[src/rtl/gshare_branch_predictor.sv]
// Gshare direction predictor with a direct-mapped BTB for the fetch stage.
// Trained and history-repaired from the EX-stage branch resolution interface.
module gshare_branch_predictor #(
    parameter int unsigned GHR_BITS = 4,
    parameter int unsigned BTB_BITS = 4,
    parameter int unsigned CNT_BITS = 16
) (
    input  logic                clk,
    input  logic                rst,
    input  logic [31:0]         fetch_pc,
    input  logic                fetch_valid,
    output logic [31:0]         predicted_pc,
    output logic                prediction_valid,
    output logic [GHR_BITS-1:0] ghr_out,
    input  logic                branch_resolved,
    input  logic                branch_taken,
    input  logic [31:0]         branch_addr,
    input  logic [31:0]         resolved_pc,
    input  logic [GHR_BITS-1:0] ghr_history,
    input  logic                pc_redirect,
    output logic [CNT_BITS-1:0] resolve_count,
    output logic [CNT_BITS-1:0] mispredict_count
);

    localparam int unsigned PHT_N = 1 << GHR_BITS;
    localparam int unsigned BTB_N = 1 << BTB_BITS;
    localparam int unsigned TAG_W = 30 - BTB_BITS;

    logic [1:0]          pht_q        [PHT_N];
    logic                btb_valid_q  [BTB_N];
    logic [TAG_W-1:0]    btb_tag_q    [BTB_N];
    logic [31:0]         btb_target_q [BTB_N];

    logic [GHR_BITS-1:0] ghr_q, ghr_d;
    logic [CNT_BITS-1:0] resolve_cnt_q, resolve_cnt_d;
    logic [CNT_BITS-1:0] mispred_cnt_q, mispred_cnt_d;

    logic [GHR_BITS-1:0] lk_pht_idx;
    logic [BTB_BITS-1:0] lk_btb_idx;
    logic                btb_hit;
    logic                pred_taken;

    logic [GHR_BITS-1:0] upd_pht_idx;
    logic [BTB_BITS-1:0] upd_btb_idx;
    logic [1:0]          upd_old;
    logic [1:0]          upd_new;

    logic                unused_pc_bits;
    assign unused_pc_bits = ^{fetch_pc[1:0], resolved_pc[1:0]};

    // Lookup reads registered state only, so same-cycle updates are not bypassed
    always_comb begin
        lk_pht_idx = fetch_pc[GHR_BITS+1:2] ^ ghr_q;
        lk_btb_idx = fetch_pc[BTB_BITS+1:2];
        btb_hit    = btb_valid_q[lk_btb_idx] &&
                     (btb_tag_q[lk_btb_idx] == fetch_pc[31:BTB_BITS+2]);
        pred_taken = btb_hit && pht_q[lk_pht_idx][1];
    end

    always_comb begin
        if (rst) begin
            prediction_valid = 1'b0;
            predicted_pc     = fetch_pc + 32'd4;
            ghr_out          = '0;
        end else begin
            prediction_valid = pred_taken;
            predicted_pc     = pred_taken ? btb_target_q[lk_btb_idx] : fetch_pc + 32'd4;
            ghr_out          = ghr_q;
        end
    end

    // Redirect repair overrides any speculative shift in the same cycle
    always_comb begin
        ghr_d = ghr_q;
        if (pc_redirect) begin
            if (branch_resolved) begin
                ghr_d = {ghr_history[GHR_BITS-2:0], branch_taken};
            end else begin
                ghr_d = ghr_history;
            end
        end else if (fetch_valid && btb_hit) begin
            ghr_d = {ghr_q[GHR_BITS-2:0], pred_taken};
        end
    end

    always_comb begin
        upd_pht_idx = resolved_pc[GHR_BITS+1:2] ^ ghr_history;
        upd_btb_idx = resolved_pc[BTB_BITS+1:2];
        upd_old     = pht_q[upd_pht_idx];
        upd_new     = upd_old;
        if (branch_taken) begin
            if (upd_old != 2'b11) upd_new = upd_old + 2'b01;
        end else begin
            if (upd_old != 2'b00) upd_new = upd_old - 2'b01;
        end
    end

    always_comb begin
        resolve_cnt_d = resolve_cnt_q;
        mispred_cnt_d = mispred_cnt_q;
        if (branch_resolved) resolve_cnt_d = resolve_cnt_q + CNT_BITS'(1);
        if (pc_redirect)     mispred_cnt_d = mispred_cnt_q + CNT_BITS'(1);
    end

    always_ff @(posedge clk) begin
        if (rst) begin
            for (int unsigned i = 0; i < PHT_N; i++) begin
                pht_q[i] <= 2'b01;
            end
            for (int unsigned i = 0; i < BTB_N; i++) begin
                btb_valid_q[i]  <= 1'b0;
                btb_tag_q[i]    <= '0;
                btb_target_q[i] <= '0;
            end
            ghr_q         <= '0;
            resolve_cnt_q <= '0;
            mispred_cnt_q <= '0;
        end else begin
            if (branch_resolved) begin
                pht_q[upd_pht_idx] <= upd_new;
                if (branch_taken) begin
                    btb_valid_q[upd_btb_idx]  <= 1'b1;
                    btb_tag_q[upd_btb_idx]    <= resolved_pc[31:BTB_BITS+2];
                    btb_target_q[upd_btb_idx] <= branch_addr;
                end
            end
            ghr_q         <= ghr_d;
            resolve_cnt_q <= resolve_cnt_d;
            mispred_cnt_q <= mispred_cnt_d;
        end
    end

    assign resolve_count    = resolve_cnt_q;
    assign mispredict_count = mispred_cnt_q;

endmodule

[config.mk]
export PLATFORM = sky130hd
export DESIGN_NAME = gshare_branch_predictor
export DESIGN_NICKNAME = d
export VERILOG_FILES = /design/src/rtl/gshare_branch_predictor.sv
export SDC_FILE = /design/constraint.sdc
export NUM_CORES = 2
export LEC_CHECK = 0
export CAP_MARGIN = 20
export CORE_MARGIN = 1
export CORE_UTILIZATION = 60
export CTS_CLUSTER_DIAMETER = 100
export CTS_CLUSTER_SIZE = 20
export DETAILED_ROUTE_END_ITERATION = 6
export PLACE_DENSITY = 0.86
export SLEW_MARGIN = 20
export SYNTH_ARGS = -nofsm -noshare
export SYNTH_HDL_FRONTEND = slang
export SYNTH_SLANG_ARGS = --single-unit
[constraint.sdc]
create_clock -name clk -period 7.25 [get_ports clk]
set_clock_uncertainty 0.05 [all_clocks]
set_input_delay 0.725 -clock clk [delete_from_list [all_inputs] [get_ports clk]]
set_output_delay 0.725 -clock clk [all_outputs]
set_load 0.005 [all_outputs]
==> results.sh <==
export IMPL_ys_flop_type="edfxtp_1"
export IMPL_drt_pass1_iterations=6
export IMPL_max_slew_worst_pin_slew_ns=1.212
export IMPL_grt_pass1_vias=28810
export IMPL_core_um2=78870
export IMPL_drt_iter0_drc=4378
export IMPL_wl_per_cell_um=29.99
export IMPL_start_kind="input pin"
export IMPL_yosys_top_cells_area="edfxtp_1, and2_1, mux4_2, dfxtp_1, mux2_2"
export IMPL_place_ws_ns=0.9846
export IMPL_fp_dieH_um=284.1
export IMPL_portBuffers=172
export IMPL_pwr_density_cell_nw_per_um2=215.6
export IMPL_cts_root_buf="clkbuf_16"
export IMPL_postCtsResizedCells=0
export IMPL_cts_sinks=1012
export IMPL_status="completed"
export IMPL_cts_tree="done"
export IMPL_chipWidth_um=284.1
export IMPL_netlist_area_leader_share=0.6036
export IMPL_arrival_ns=5.52
export IMPL_grt_pass1_wl_um=188900
export IMPL_dp_hpwl_um=74030
export IMPL_synth_edf_count=960
export IMPL_syn_to_final_growth_pct=8.755
export IMPL_nNetsFinal=3355
export IMPL_period_share=0.8687
export IMPL_final_hold_viol_count=0
export IMPL_clk_pin_slew_ns=0.08
export IMPL_worstHoldPathType="reg2reg"
export IMPL_rsz0062_at_grt="no"
export IMPL_finalWeightedCongestion=0.9556
export IMPL_mostFrequentLayoutCells="edfxtp_1, and2_1, mux4_2"
export IMPL_syn_nets=3324
export IMPL_vias=28530
export IMPL_async_reset_ff_frac=0
export IMPL_crit_path_end_kind="output port"
export IMPL_dieArea_um2=80730
export IMPL_peakVddDrop_mv=0.1822
export IMPL_grt_max_degree=86
export IMPL_ys_types=76
export IMPL_netlist_area_um2=47760
export IMPL_mostFrequentLayoutCell="edfxtp_1"
export IMPL_timing_fmax_ghz=0.1588
export IMPL_grt_usage=0.3230
export IMPL_max_slew_margin=0.1923
export IMPL_cts_htree_levels=2
export IMPL_setup_viol=0
export IMPL_antenna_found_initial=15
export IMPL_clock_latency_ns=0.66
export IMPL_p_leak_nw=17.90
export IMPL_fillerInstances=5270
export IMPL_cts_max_path_buffers=3
export IMPL_ctsHoldBuffers=0
export IMPL_fin_crit_ns=6.298
export IMPL_start_util=0.6055
export IMPL_fin_setup_tns_ns=0
export IMPL_postSynthAreaPerCell_um2=14.86
export IMPL_required_ns=6.47
export IMPL_num_rows=103
export IMPL_crit_type="in2out"
export IMPL_via_per_inst=6.607
export IMPL_cts_setup_buffers=0
export IMPL_drive_above_1_share=0.1487
export IMPL_synth_top_area_cell="edfxtp_1"
export IMPL_ys_ff_latch=1012
export IMPL_ios=175
export IMPL_cts_buffers=56
export IMPL_antenna_left=0
export IMPL_synthCells=3215
export IMPL_synth_seq_area_share=0.6254
export IMPL_yosys_warnings=0
export IMPL_wl_um=129500
export IMPL_setup_slack_ns=0.9519
export IMPL_timing_final_max_slew_violations=0
export IMPL_cp_max_fo=75
export IMPL_drc=0
export IMPL_cap_violations=0
export IMPL_overflow=0
## through the flow
stage	total power, mW	hold slack (ns)	instances	util	area [um2]
floorplan	7.577	0.3679	3215	-	47760
global placement	7.981	0.3749	4233	0.6372	50260
detailed placement	8.025	0.3836	4235	0.6379	50310
CTS	11.17	0.4032	4309	0.6573	51840
global route	11.45	0.4236	4316	0.6585	51940
finish	11.20	0.4052	4318	0.6586	51940
## power breakdown
group / internal [mW] / leakage [nW] / switching (mW) / total [mW]
registers: 6.68 / 9.53 / 0.0908 / 6.77
clock network: 1.45 / 0.745 / 1.82 / 3.27
logic: 0.471 / 7.63 / 0.693 / 1.16
total: 8.59 / 17.9 / 2.60 / 11.2
## path summary, 6_finish.rpt
path,to,depth (start not counted),slack [ns],from
min,btb_valid_q[14]$_DFF_P_,1,0.41,btb_valid_q[14]$_DFF_P_
max reg2reg,ghr_q[1]$_SDFFE_PP0P_,9,3.52,btb_tag_q[11][18]$_SDFFCE_PN0P_
max,predicted_pc[17],13,0.95,fetch_pc[2]
min reg2reg,btb_valid_q[14]$_DFF_P_,1,0.41,btb_valid_q[14]$_DFF_P_
## routing by layer
metal,wire length (um),track usage,vias to the layer above
met4,4863,0.1231,20
met5,130,0,-
li1,-,-,11810
met3,18360,0.09510,339
met1,44790,0.4264,14240
met2,61370,0.5095,2120
## cell families after synthesis
kind of cell	Yosys count	share of synthesized area
AOI/OAI and AO/OA	149	0.02122
adders and majority gates	5	0.001205
and+or+nand+nor	1280	0.1580
muxes	396	0.1508
buffers and inverters	294	0.02887
xor gates and xnor gates	79	0.01449
DFF	1012	0.6254
## Yosys cell counts, drive strengths merged, types with 4 or more instances
cell / number
nand4: 14
o21ai: 30
nor3: 14
o22ai: 24
a21oi: 19
a2111oi: 4
nand3: 50
mux2: 73
or3: 5
nand2b: 7
or4: 5
buf: 60
a22oi: 12
and4: 8
edfxtp: 960
xor2: 38
clkbuf: 207
xnor2: 41
nor2: 106
nor4: 12
dfxtp: 52
a21o: 21
and2: 932
a211oi: 5
mux4: 249
nor2b: 9
mux2i: 74
o22a: 4
or2: 7
and3: 15
inv: 25
nand2: 80
## state kept, by name, summed over array words and instances, names as in the netlist
| register | cells |
|---|---|
| btb_target_q | 512 |
| pht_q | 32 |
| btb_tag_q | 416 |
| ghr_q | 4 |
| resolve_count | 16 |
| btb_valid_q | 16 |
| mispredict_count | 16 |
## critical path, cell delays in order
cell	delay, ns
buf_8	0.55
buf_4	0.43
mux2_2	0.37
o22ai_1	0.15
nor4_1	0.11
or4_1	0.50
nor4_1	0.28
nand4_1	0.16
or3b_4	0.43
nor4_4	0.29
buf_4	0.49
mux2_1	0.46
clkdlybuf4s50_1	0.48
## area by class of cell
class,instances,area (um2),share of cell area
Clock buffer,70,1496,0.02881
Multi-Input combinational cell,1909,16770,0.3228
Antenna cell,6,15.01,0.0002891
Timing Repair Buffer,242,2354,0.04531
Sequential cell,1012,29870,0.5750
Tap cell,1050,1314,0.02529
Clock inverter,4,30.03,0.0005781
Inverter,25,96.34,0.001855
Power figures use the tool's default switching activity.
